**config.mk**
```make
export PLATFORM = sky130hd
export DESIGN_NAME = timer_bank
export DESIGN_NICKNAME = d
export VERILOG_FILES = /design/src/rtl/timer_bank.sv
export SDC_FILE = /design/constraint.sdc
export NUM_CORES = 1
export LEC_CHECK = 0
export CORE_MARGIN = 2
export CORE_UTILIZATION = 50
export DETAILED_ROUTE_END_ITERATION = 10
export GPL_TIMING_DRIVEN = 0
export PLACE_DENSITY = 0.66
export SYNTH_ARGS = -nofsm -noshare
export SYNTH_HDL_FRONTEND = slang
export SYNTH_SLANG_ARGS = --single-unit
```
**constraint.sdc**
```tcl
create_clock -name clk -period 7.9 [get_ports clk]
set_clock_uncertainty 0.15 [all_clocks]
set_input_delay 1.975 -clock clk [delete_from_list [all_inputs] [get_ports clk]]
set_output_delay 1.975 -clock clk [all_outputs]
set_load 0.01 [all_outputs]
```
**src/rtl/timer_bank.sv**
```systemverilog
// Multi-channel memory-mapped timer: shared prescaler, per-channel count/compare, match/overflow flags, irq_n.
// Latency: writes land on the sampling edge; dout is combinational; flags show one cycle after the tick, irq_n one cycle later.
// Backpressure: none; CPU rd/wr are level strobes with no stall, held writes are idempotent.
module timer_bank #(
  parameter int CHANNELS = 4,
  parameter int WIDTH    = 16,
  parameter int TICK_DIV = 24000,
  parameter int ADDR_W   = $clog2(CHANNELS) + 4
) (
  input  logic              clk,
  input  logic              reset,
  input  logic              cs,
  input  logic [ADDR_W-1:0] addr,
  input  logic              rd,
  input  logic              wr,
  input  logic [7:0]        din,
  output logic [7:0]        dout,
  output logic              irq_n
);

  localparam int NB = (WIDTH + 7) / 8;
  localparam int PW = (TICK_DIV > 1) ? $clog2(TICK_DIV) : 1;
  localparam logic [PW-1:0] PRE_LAST = PW'(TICK_DIV - 1);

  logic [3:0]  reg_sel;
  logic [31:0] ch_sel;
  logic [PW-1:0] presc;
  logic        tick;

  logic [7:0]          ch_rdat [CHANNELS];
  logic [CHANNELS-1:0] irq_src;

  assign reg_sel = addr[3:0];

  generate
    if (ADDR_W > 4) begin : g_chsel
      assign ch_sel = 32'(addr[ADDR_W-1:4]);
    end else begin : g_chsel0
      assign ch_sel = 32'd0;
    end
  endgenerate

  assign tick = (presc == PRE_LAST);

  // Free-running prescaler, wraps after TICK_DIV cycles; only reset stops it.
  always_ff @(posedge clk) begin
    if (reset) begin
      presc <= '0;
    end else if (tick) begin
      presc <= '0;
    end else begin
      presc <= presc + 1'b1;
    end
  end

  for (genvar gi = 0; gi < CHANNELS; gi++) begin : g_ch
    logic [WIDTH-1:0] cnt, snap, cmp;
    logic [WIDTH-1:0] cnt_wdat, cmp_wdat, cnt_nxt;
    logic [4:0]       ctl, ctl_eff;
    logic [1:0]       sts;
    logic             rd0_q;
    logic             sel, wr_ch, rd0;
    logic             cnt_wr, cmp_wr, ctl_wr, sts_wr;
    logic             set_m, set_o, os_clr;
    logic [31:0]      snap32, cmp32;

    assign sel    = cs && (ch_sel == gi);
    assign wr_ch  = sel && wr;
    assign rd0    = sel && rd && (reg_sel == 4'd0);
    assign cnt_wr = wr_ch && (32'(reg_sel) < NB);
    assign cmp_wr = wr_ch && (reg_sel >= 4'd4) && (32'(reg_sel) < 4 + NB);
    assign ctl_wr = wr_ch && (reg_sel == 4'd8);
    assign sts_wr = wr_ch && (reg_sel == 4'd9);

    // A control write in the same cycle as a tick decides whether that tick counts.
    assign ctl_eff = ctl_wr ? din[4:0] : ctl;

    // Byte-merge of CPU write data into count and compare.
    always_comb begin
      cnt_wdat = cnt;
      cmp_wdat = cmp;
      for (int i = 0; i < WIDTH; i++) begin
        if (32'(reg_sel) == i / 8)     cnt_wdat[i] = din[i % 8];
        if (32'(reg_sel) == 4 + i / 8) cmp_wdat[i] = din[i % 8];
      end
    end

    // Tick behaviour: a count write suppresses the tick; match has priority over wrap.
    always_comb begin
      cnt_nxt = cnt;
      set_m   = 1'b0;
      set_o   = 1'b0;
      os_clr  = 1'b0;
      if (cnt_wr) begin
        cnt_nxt = cnt_wdat;
      end else if (tick && ctl_eff[0]) begin
        if (cnt == cmp) begin
          set_m   = 1'b1;
          cnt_nxt = ctl_eff[1] ? '0 : cnt + 1'b1;
          os_clr  = ctl_eff[2];
        end else if (&cnt) begin
          set_o   = 1'b1;
          cnt_nxt = '0;
        end else begin
          cnt_nxt = cnt + 1'b1;
        end
      end
    end

    // Channel state; a control write overrides the one-shot EN clear, a flag set overrides W1C.
    always_ff @(posedge clk) begin
      if (reset) begin
        cnt   <= '0;
        snap  <= '0;
        cmp   <= '1;
        ctl   <= '0;
        sts   <= '0;
        rd0_q <= 1'b0;
      end else begin
        cnt   <= cnt_nxt;
        rd0_q <= rd0;
        if (rd0 && !rd0_q) snap <= cnt;
        if (cmp_wr) cmp <= cmp_wdat;
        if (ctl_wr) ctl <= din[4:0];
        else if (os_clr) ctl[0] <= 1'b0;
        sts <= (sts & ~(sts_wr ? din[1:0] : 2'b00)) | {set_o, set_m};
      end
    end

    assign snap32 = 32'(snap);
    assign cmp32  = 32'(cmp);

    // Register readback; bytes beyond WIDTH come out as zero via zero extension.
    always_comb begin
      ch_rdat[gi] = 8'h00;
      case (reg_sel)
        4'd0, 4'd1, 4'd2, 4'd3: ch_rdat[gi] = snap32[{reg_sel[1:0], 3'b000} +: 8];
        4'd4, 4'd5, 4'd6, 4'd7: ch_rdat[gi] = cmp32[{reg_sel[1:0], 3'b000} +: 8];
        4'd8:                   ch_rdat[gi] = {3'b000, ctl};
        4'd9:                   ch_rdat[gi] = {6'b000000, sts};
        default:                ch_rdat[gi] = 8'h00;
      endcase
    end

    assign irq_src[gi] = (sts[0] & ctl[3]) | (sts[1] & ctl[4]);
  end

  // Read mux: selected channel's byte, zero when not selected.
  always_comb begin
    dout = 8'h00;
    if (cs) begin
      for (int c = 0; c < CHANNELS; c++) begin
        if (ch_sel == c) dout = ch_rdat[c];
      end
    end
  end

  // Registered interrupt, active low.
  always_ff @(posedge clk) begin
    if (reset) begin
      irq_n <= 1'b1;
    end else begin
      irq_n <= ~|irq_src;
    end
  end

endmodule

```
==> key figures, run 1 <==
STA
  • Achievable clock frequency: 0.127 GHz
  • Hold_ws: 0.303 ns
  • RSZ-0062 raised after global routing: false
  • Final hold vios: 0
  • Min cycle time layout: 7.89 ns
  • Final setup fails: 0
  • Setup TNS: 0 ns
  • Fin crit share: 99.8%
  • Headroom to the max-slew limit: 13.8%
  • Slew Limit Fails: 0
  • Final setup margin: 0.0125 ns
  • Slew @ Worst Pin: 1.29 ns

Pwr
  • Logic gate share of total power: 8.0%
  • P_sw: 0.723 mW
  • Clock power frac: 48.9%
  • Total power: 2.85 mW
  • Max IR drop VDD: 0.218 mV
  • Reg power frac: 43.0%
  • Power per cell area: 192 nW/µm²
  • Static leakage: 4.99 nW
  • Sw Ratio: 25.4%
  • Internal Pwr Total: 2.12 mW

Floorplanning
  • Starting density of the core: 50.7%
  • Core Box Area: 26000 µm²
  • Die height: 166 µm
  • Die area: 27700 µm²
  • Die Wd: 166 µm
  • I/O pin total: 28
  • Row count: 59

Finish
  • Final nets: 1782
  • Cell area after layout: 14800 µm²
  • Layout cell share with drive strength beyond 1: 6.81%
  • Post-layout util: 56.9%
  • # diodes: 0
  • Filler cell count: 2496
  • Area grow syn2layout: 12.3%
  • Final Instance Count excl. Fillers: 2113

Drt
  • Via count: 13700
  • Routed Antenna Nets: 0
  • Vias per cell: 6.48
  • DRT Pass-1 Iters: 6
  • DR DRC count: 0
  • Final WL: 52100 µm
  • Wire per inst: 24.6 µm
  • 1st-iter DRT viols: 1816

Synthesis
  • Main synth FF type: dfxtp_1
  • Synthesized cell area: 13200 µm²
  • Yosys reg bits: 240
  • Syn_nets: 1729
  • Asr flop ratio synth: 0%
  • Mapped Avg Cell Area: 7.73 µm²
  • Synth Warn #: 0
  • Post-synthesis instance total: 1705
  • Netlist cell types: 76
  • Seq/Total Area, Yosys: 36.5%
  • Post-synth EDFFs: 0

Placement
  • Setup WS pre-CTS: 0.248 ns
  • Placed Instances: 2063
  • Gpl congestion: 1.10
  • Placement Cell Area: 13800 µm²
  • Post-DP HPWL: 37000 µm
  • Port Buffer Count: 23

Flow run
  • Max-Cap Viols: 0

Outcome
  • Result of the run: completed

GRT
  • Number of global-route vias before repair: 12600
  • Initial antenna violation count: 1
  • Global router's overall resource usage: 36.4%
  • First-pass GRT wire length: 77300 µm
  • Largest net degree at the start of global routing: 14
  • GRT overflow: 0

Setup path
  • Top delay family on crit path: buffers and inverters
  • Crit-path cells: buf_2, buf_1, buf_2, buf_1, mux4_2, mux2i_1, a211oi_1, clkdlybuf4s50_1
  • Critical path startpoint category: input port
  • Worst path required time: 5.78 ns
  • Slowest stage delay, CP: 0.85 ns
  • Crit path capture type: primary output
  • Critical path class: in -> out
  • CP max-delay cell: buf_1
  • Crit path max fanout: 10
  • Worst Path Arrival: 5.76 ns
  • Worst path buffer plus inverter count: 5

CTS
  • CTS buffer count: 28
  • Clk buf depth: 3
  • Post-CTS sizing: 0
  • Post-CTS setup buffers: 0
  • # H-tree levels: 1
  • Clock root cell: clkbuf_16
  • Worst-Skew Late Latency: 0.56 ns
  • Num Clock Sinks: 240
  • CTS tree: yes
  • Hold Buf Count CTS: 0
  • Clock Pin Slew Worst Setup and Hold Paths: 0.06 ns

Min path
  • Hold crit path type: reg -> reg
cell families after synthesis:
| group | after synthesis | synth area share [%] |
|---|---|---|
| simple gates | 806 | 29.3 |
| compound gates | 344 | 17.1 |
| flops | 240 | 36.5 |
| buf+inv | 170 | 5.21 |
| xor+xnor | 78 | 5.19 |
| mux | 62 | 6.32 |
| fa+ha+maj | 5 | 0.475 |
layout by cell type, fill, tap and decap left out, types with 16 or more instances in the layout:
cell,instances
nand2_1,361
dfxtp_1,240
nand3_1,139
a21oi_1,127
clkbuf_1,112
nor2_1,90
xnor2_1,54
nand4_1,50
mux2i_1,39
a211oi_1,36
a31oi_1,36
buf_2,29
clkbuf_16,29
nor2b_1,28
o21ai_0,24
nor3_1,24
xor2_1,24
clkdlybuf4s50_1,23
inv_1,20
a221oi_1,18
o211ai_1,17
and3_1,16
flip-flops by register name, summed over array words and instances (netlist names):
name,cells
g_ch.cmp,64
g_ch.cnt,64
g_ch.ctl,20
g_ch.rd0_q,4
g_ch.snap,64
g_ch.sts,8
irq_n,1
presc,15
worst register-to-register path: stages (launching register included):
cell      delay (ns)
dfxtp_1         0.30
clkbuf_1        0.33
xnor2_1         0.18
nand4_1         0.11
nor4_1          0.99
or4_1           0.32
buf_2           0.24
nand3_1         0.16
o22ai_1         0.26
cell type report:
class                           instances  area, µm²  area share, %
Timing Repair Buffer                   23        230           1.56
Buffer                                150        611           4.13
Inverter                               20       75.1          0.507
Clock inverter                         12        166           1.12
Tap cell                              335        419           2.83
Clock buffer                           38        810           5.47
Sequential cell                       240       4800           32.5
Multi-Input combinational cell       1295       7680           51.9
power by group through the flow:
| stage | logic (mW) | clock network [mW] | registers (mW) |
|---|---|---|---|
| after floorplan | 0.120 | 0 | 1.25 |
| after CTS | 0.219 | 1.40 | 1.23 |
| after global placement | 0.218 | 0 | 1.25 |
| after detailed placement | 0.218 | 0 | 1.25 |
| after global routing | 0.233 | 1.44 | 1.23 |
| final | 0.229 | 1.39 | 1.23 |
final timing paths:
| kind | from | endpoint | slack (ns) | cells after the start |
|---|---|---|---|---|
| max | addr[0] | dout[6] | 0.01 | 8 |
| min | g_ch[1].snap[15] | g_ch[1].snap[15] | 0.30 | 2 |
| max reg2reg | g_ch[2].cnt[11] | g_ch[2].cnt[11] | 4.78 | 8 |
| min reg2reg | g_ch[1].snap[15] | g_ch[1].snap[15] | 0.30 | 2 |
metal layers:
| metal | wire [µm] | track usage [%] |
|---|---|---|
| met1 | 21400 | 49.5 |
| met2 | 22700 | 56.6 |
| met3 | 5100 | 6.01 |
| met4 | 2850 | 17.6 |
| met5 | 0 | 0 |
Yosys cell counts, types with 7 or more instances:
cell type    n  area share, %
mux4_2      15            2.6
nand3_1    139            5.3
nor2b_1     28            1.3
xor2_1      24            1.6
nand4_1     50            2.4
o211ai_1    17           0.97
dfxtp_1    240             36
a22oi_1      8           0.46
nand2_1    361             10
buf_1       11           0.31
and3_1      16           0.76
nand3b_1     7           0.40
or3_1       11           0.52
a31oi_1     36            1.7
mux2i_1     39            3.0
clkbuf_1   108            3.1
nor4_1      15           0.71
a21oi_1    127            4.8
nor2_1      90            2.6
buf_2       29            1.1
o32ai_1      8           0.53
a221oi_1    18            1.2
and2_1      15           0.71
a211oi_1    36            2.1
o21ai_1     10           0.38
inv_1       20           0.57
nor3_1      24           0.91
o21ai_0     24           0.91
xnor2_1     54            3.6
a41oi_1      7           0.47
Note: power is estimated with default switching activity, not from simulation.
==> run 2, diff against run 1 <==
--- a/config.mk
+++ b/config.mk
@@ -5,11 +5,13 @@
 export SDC_FILE = /design/constraint.sdc
 export NUM_CORES = 1
 export LEC_CHECK = 0
+export CELL_PAD_IN_SITES_DETAIL_PLACEMENT = 0
+export CELL_PAD_IN_SITES_GLOBAL_PLACEMENT = 1
 export CORE_MARGIN = 2
-export CORE_UTILIZATION = 50
+export CORE_UTILIZATION = 51
 export DETAILED_ROUTE_END_ITERATION = 10
 export GPL_TIMING_DRIVEN = 0
-export PLACE_DENSITY = 0.66
+export PLACE_DENSITY_LB_ADDON = 0.1
 export SYNTH_ARGS = -nofsm -noshare
 export SYNTH_HDL_FRONTEND = slang
 export SYNTH_SLANG_ARGS = --single-unit
==> run 2 against run 1 <==
Against the previous run:
- the flow now finishes with violations (capacitance limit)
- die area decreased by 1.9%
- non-clock buffer count unchanged
- clock-buffer cell count decreased by 1
- wire length increased by 1.8%
- hold slack about the same
- worst setup slack improved by 0.049 ns
- critical path depth unchanged
- cell count decreased by 0.28%
- flip-flop and latch count unchanged
- sequential power about the same
- largest cell class unchanged
==> key figures, run 2 (synthesized netlist as in run 1, its figures left out) <==
Outcome
  • Result of the run: finished, violations left
  • Failing checks: capacitance limit

STA
  • Fin crit share: 99.2%
  • Final hold vios: 0
  • Slew @ Worst Pin: 1.47 ns
  • Slew Limit Fails: 0
  • RSZ-0062 raised after global routing: false
  • Final setup fails: 0
  • Achievable clock frequency: 0.128 GHz
  • Headroom to the max-slew limit: 1.28%
  • Min cycle time layout: 7.84 ns
  • Setup TNS: 0 ns

GRT
  • Largest net degree at the start of global routing: 14
  • First-pass GRT wire length: 77900 µm
  • Number of global-route vias before repair: 12500
  • Initial antenna violation count: 2
  • Global router's overall resource usage: 38.9%
  • GRT overflow: 0

Drt
  • Vias per cell: 6.50
  • Final WL: 53000 µm
  • Via count: 13700
  • Wire per inst: 25.2 µm
  • DR DRC count: 0
  • Routed Antenna Nets: 0
  • 1st-iter DRT viols: 1625
  • DRT Pass-1 Iters: 6

Pwr
  • Max IR drop VDD: 0.162 mV
  • Power per cell area: 190 nW/µm²
  • Static leakage: 4.97 nW

Finish
  • Post-layout util: 58.4%
  • # diodes: 0
  • Layout cell share with drive strength beyond 1: 6.75%
  • Multi-input gate area: 7680 µm²
  • Commonest non-fill, non-tap cell in the layout: nand2_1
  • FF/Latch Area: 4800 µm²
  • Final nets: 1781
  • Most frequent cells in the layout: 361 x nand2_1, 240 x dfxtp_1, 139 x nand3_1
  • Largest registers: g_ch.cmp: 64 flops, g_ch.cnt: 64 flops, g_ch.snap: 64 flops
  • Filler cell count: 2400
  • Area grow syn2layout: 12.0%

Floorplanning
  • Row count: 58
  • I/O pin total: 28
  • Die area: 27100 µm²
  • Starting density of the core: 52.2%
  • Die Wd: 165 µm
  • Core Box Area: 25300 µm²
  • Die height: 165 µm

Setup path
  • Critical path class: in -> out
  • Crit path max fanout: 10
  • Worst path required time: 5.78 ns
  • Critical path startpoint category: input port
  • Worst Path Arrival: 5.71 ns
  • Crit path capture type: primary output

Placement
  • Port Buffer Count: 23
  • Gpl congestion: 1.05
  • Post-DP HPWL: 37600 µm

CTS
  • Clock root cell: clkbuf_16
  • Clk buf depth: 3
  • Hold Buf Count CTS: 0
  • Worst-Skew Late Latency: 0.55 ns
  • CTS buffer count: 27
  • # H-tree levels: 1
  • Num Clock Sinks: 240
  • Post-CTS setup buffers: 0
  • Clock Pin Slew Worst Setup and Hold Paths: 0.06 ns
  • CTS tree: yes
  • Post-CTS sizing: 0

Min path
  • Hold crit path type: reg -> reg

Flow run
  • Max-Cap Viols: 1
-- run 2: per-stage QoR --
step / cells / hold slack [ns] / total power [mW] / setup slack (ns) / area [µm²]
after floorplan: 1705 / 0.282 / 1.37 / 1.99 / 13200
after global placement: 2058 / 0.288 / 1.47 / 0.195 / 13800
after detailed placement: 2058 / 0.292 / 1.47 / 0.218 / 13800
after CTS: 2107 / 0.300 / 2.80 / 0.215 / 14800
after global routing: 2107 / 0.326 / 2.86 / 0.161 / 14800
final: 2107 / 0.304 / 2.81 / 0.0615 / 14800
-- run 2: cell type report --
cell class,count,share of cell area [%]
multi-input cells,1295,52.1
well taps,330,2.80
inverters,20,0.509
repair buffers,23,1.56
clock inverters,12,1.12
plain buffers,150,4.14
flip-flops and latches,240,32.6
clock buffers,37,5.24
-- run 2: per-layer routing --
metal,routed length [µm],up-vias,GRT usage [%]
met5,0,-,0
met3,5160,146,5.50
met1,21800,6564,53.2
met2,23400,763,61.1
li1,-,6219,-
met4,2610,0,17.1
-- run 2: where the power goes --
part | leakage [nW] | switching, mW | internal [mW]
clock network | 0.461 | 0.542 | 0.812
logic | 2.58 | 0.167 | 0.0623
registers | 1.94 | 0.00653 | 1.22
total | 4.97 | 0.716 | 2.09
-- run 2: final timing paths --
path	end	cells after the start	startpoint	slack (ns)
worst max-delay path	dout[6]	8	addr[0]	0.06
worst max register to register	g_ch[2].cnt[11]	8	g_ch[2].cnt[13]	4.53
worst min-delay path	g_ch[0].snap[1]	2	g_ch[0].snap[1]	0.30
worst min register to register	g_ch[0].snap[1]	2	g_ch[0].snap[1]	0.30
-- run 2: worst max-delay path, cell delays in order --
cell and delay, ns:
buf_2 0.27, buf_1 0.57, buf_2 0.44, buf_1 0.76, mux4_2 0.40, mux2i_1 0.19, a211oi_1 0.48, clkdlybuf4s50_1 0.62
==> run 3, diff against run 2 <==
--- a/config.mk
+++ b/config.mk
@@ -12,6 +12,8 @@
 export DETAILED_ROUTE_END_ITERATION = 10
 export GPL_TIMING_DRIVEN = 0
 export PLACE_DENSITY_LB_ADDON = 0.1
+export SLEW_MARGIN = 25
 export SYNTH_ARGS = -nofsm -noshare
 export SYNTH_HDL_FRONTEND = slang
 export SYNTH_SLANG_ARGS = --single-unit
+export TNS_END_PERCENT = 30
==> run 3 against run 2 <==
Against the previous run:
- the flow finishes with violations (setup timing)
- maximum frequency down 1.1%
- non-clock buffer count unchanged
- flip-flop and latch count unchanged
- sequential power about the same
- cell count up 0.19%
- worst setup slack worse by 0.085 ns
- combinational power about the same
- clock-buffer cell count unchanged
- global-route usage down 0.062 points
- final area up 1.3%
==> key figures, run 3 (synthesized netlist as in run 1, its figures left out) <==
Drt
  • Routed Antenna Nets: 0
  • DR DRC count: 0
  • DRT Pass-1 Iters: 5
  • 1st-iter DRT viols: 1698
  • Via count: 13600
  • Vias per cell: 6.43
  • Wire per inst: 25.0 µm
  • Final WL: 52800 µm

STA
  • Fin crit share: 100%
  • Final hold vios: 0
  • Min cycle time layout: 7.92 ns
  • Final setup margin: -0.0240 ns
  • Final setup fails: 1
  • Slew @ Worst Pin: 1.14 ns
  • Slew Limit Fails: 0
  • Headroom to the max-slew limit: 24.2%
  • Achievable clock frequency: 0.126 GHz
  • RSZ-0062 raised after global routing: false

Pwr
  • Internal Pwr Total: 2.26 mW
  • Static leakage: 5.05 nW
  • Logic gate share of total power: 7.7%
  • P_sw: 0.739 mW
  • Sw Ratio: 24.7%
  • Max IR drop VDD: 0.179 mV
  • Reg power frac: 40.9%
  • Power per cell area: 201 nW/µm²
  • Clock power frac: 51.4%

Finish
  • Final Instance Count excl. Fillers: 2111
  • Largest registers: g_ch.cmp: 64 flops, g_ch.cnt: 64 flops, g_ch.snap: 64 flops
  • Filler cell count: 2355
  • Most frequent cells in the layout: 361 x nand2_1, 240 x dfxtp_1, 139 x nand3_1
  • Multi-input gate area: 7710 µm²
  • Final nets: 1782
  • Layout cell share with drive strength beyond 1: 7.36%
  • Post-layout util: 59.2%
  • FF/Latch Area: 4800 µm²
  • Commonest non-fill, non-tap cell in the layout: nand2_1
  • Area grow syn2layout: 13.4%
  • Cell area after layout: 14900 µm²

Floorplanning
  • Starting density of the core: 52.2%
  • I/O pin total: 28
  • Core Box Area: 25300 µm²
  • Die height: 165 µm
  • Row count: 58
  • Die area: 27100 µm²
  • Die Wd: 165 µm

Outcome
  • Result of the run: finished, violations left
  • Failing checks: setup timing

CTS
  • Clock root cell: clkbuf_16
  • CTS tree: yes
  • Clk buf depth: 3
  • Clock Pin Slew Worst Setup and Hold Paths: 0.06 ns
  • Post-CTS sizing: 0
  • Post-CTS setup buffers: 0
  • CTS buffer count: 28
  • # H-tree levels: 1
  • Num Clock Sinks: 240
  • Worst-Skew Late Latency: 0.56 ns
  • Hold Buf Count CTS: 0

Min path
  • Hold crit path type: reg -> reg

Setup path
  • Worst path required time: 5.78 ns
  • Critical Path Start: addr[0]
  • Crit path max fanout: 10
  • Worst Path Arrival: 5.80 ns
  • Worst path buffer plus inverter count: 5
  • Reg2reg start: g_ch[0].cnt[6]
  • Slowest stage delay, CP: 0.81 ns
  • Reg2Reg Depth: 8
  • CP max-delay cell: buf_1
  • Critical path class: in -> out
  • CP Depth: 8
  • Top delay family on crit path: buffers and inverters
  • Crit path capture type: primary output
  • CP Capture Point: dout[6]
  • RR Endpoint: g_ch[0].cnt[2]
  • FF-to-FF setup slack: 4.79 ns
  • Critical path startpoint category: input port
  • Crit-path cells: buf_2, buf_1, buf_2, buf_1, mux4_2, mux2i_1, a211oi_1, clkdlybuf4s50_1

Placement
  • Placement Cell Area: 13800 µm²
  • Gpl congestion: 1.05
  • Placed Instances: 2058
  • Port Buffer Count: 23
  • Post-DP HPWL: 37500 µm

GRT
  • Global router's overall resource usage: 38.8%
  • First-pass GRT wire length: 77900 µm
  • Number of global-route vias before repair: 12600
  • Largest net degree at the start of global routing: 14
  • GRT overflow: 0
  • Initial antenna violation count: 1

Flow run
  • Max-Cap Viols: 0
==> run 3: area by class of cell <==
| class | count | share of cell area [%] |
|---|---|---|
| tap | 330 | 2.76 |
| clock buffer | 37 | 5.39 |
| sequential | 240 | 32.2 |
| buffer | 150 | 4.10 |
| inverter | 20 | 0.502 |
| antenna | 1 | 0.0167 |
| clock inverter | 15 | 1.90 |
| multi-input combinational | 1295 | 51.6 |
| timing repair buffer | 23 | 1.54 |
==> run 3: metal layers <==
layer  up-vias  wire length [µm]  track usage (%)
met1      6448             21700             52.1
met3       172              5220             8.04
li1       6226                 -                -
met5         -                12                0
met4         2              2960             19.4
met2       716             22900             59.2
==> run 3: power by group through the flow <==
| stage | registers, mW | logic, mW | clock network [mW] |
|---|---|---|---|
| finish | 1.23 | 0.231 | 1.54 |
| global route | 1.23 | 0.235 | 1.59 |
| CTS | 1.23 | 0.220 | 1.54 |
| detailed placement | 1.25 | 0.219 | 0 |
| global placement | 1.25 | 0.219 | 0 |
| floorplan | 1.25 | 0.120 | 0 |
==> run 3: how the worst min path moves through the flow <==
stage                       to             from  slack, ns  cells past startpoint
2_1_floorplan  g_ch[0].snap[0]  g_ch[0].snap[0]       0.28                      2
3_3_place_gp   g_ch[2].snap[3]  g_ch[2].snap[3]       0.29                      2
3_5_place_dp   g_ch[0].snap[1]  g_ch[0].snap[1]       0.29                      2
4_1_cts        g_ch[0].snap[1]  g_ch[0].snap[1]       0.30                      2
5_1_grt        g_ch[0].snap[4]  g_ch[0].snap[4]       0.32                      2
6_report       g_ch[1].snap[2]  g_ch[1].snap[2]       0.31                      2
==> run 3: worst min-delay path: cells and delay by family (launching register included) <==
kind / cells / cell delay (ns)
DFF: 1 / 0.31
and+or+nand+nor: 1 / 0.05
AOI/OAI and AO/OA: 1 / 0.05
==> run 3: metrics by stage <==
step	power (mW)	setup slack (ns)	hold slack [ns]	setup TNS [ns]
global placement	1.47	0.195	0.288	0
finish	3.00	-0.0240	0.305	-0.0240
global route	3.05	0.0601	0.325	0
floorplan	1.37	1.99	0.282	0
CTS	2.99	0.209	0.301	0
detailed placement	1.47	0.213	0.292	0
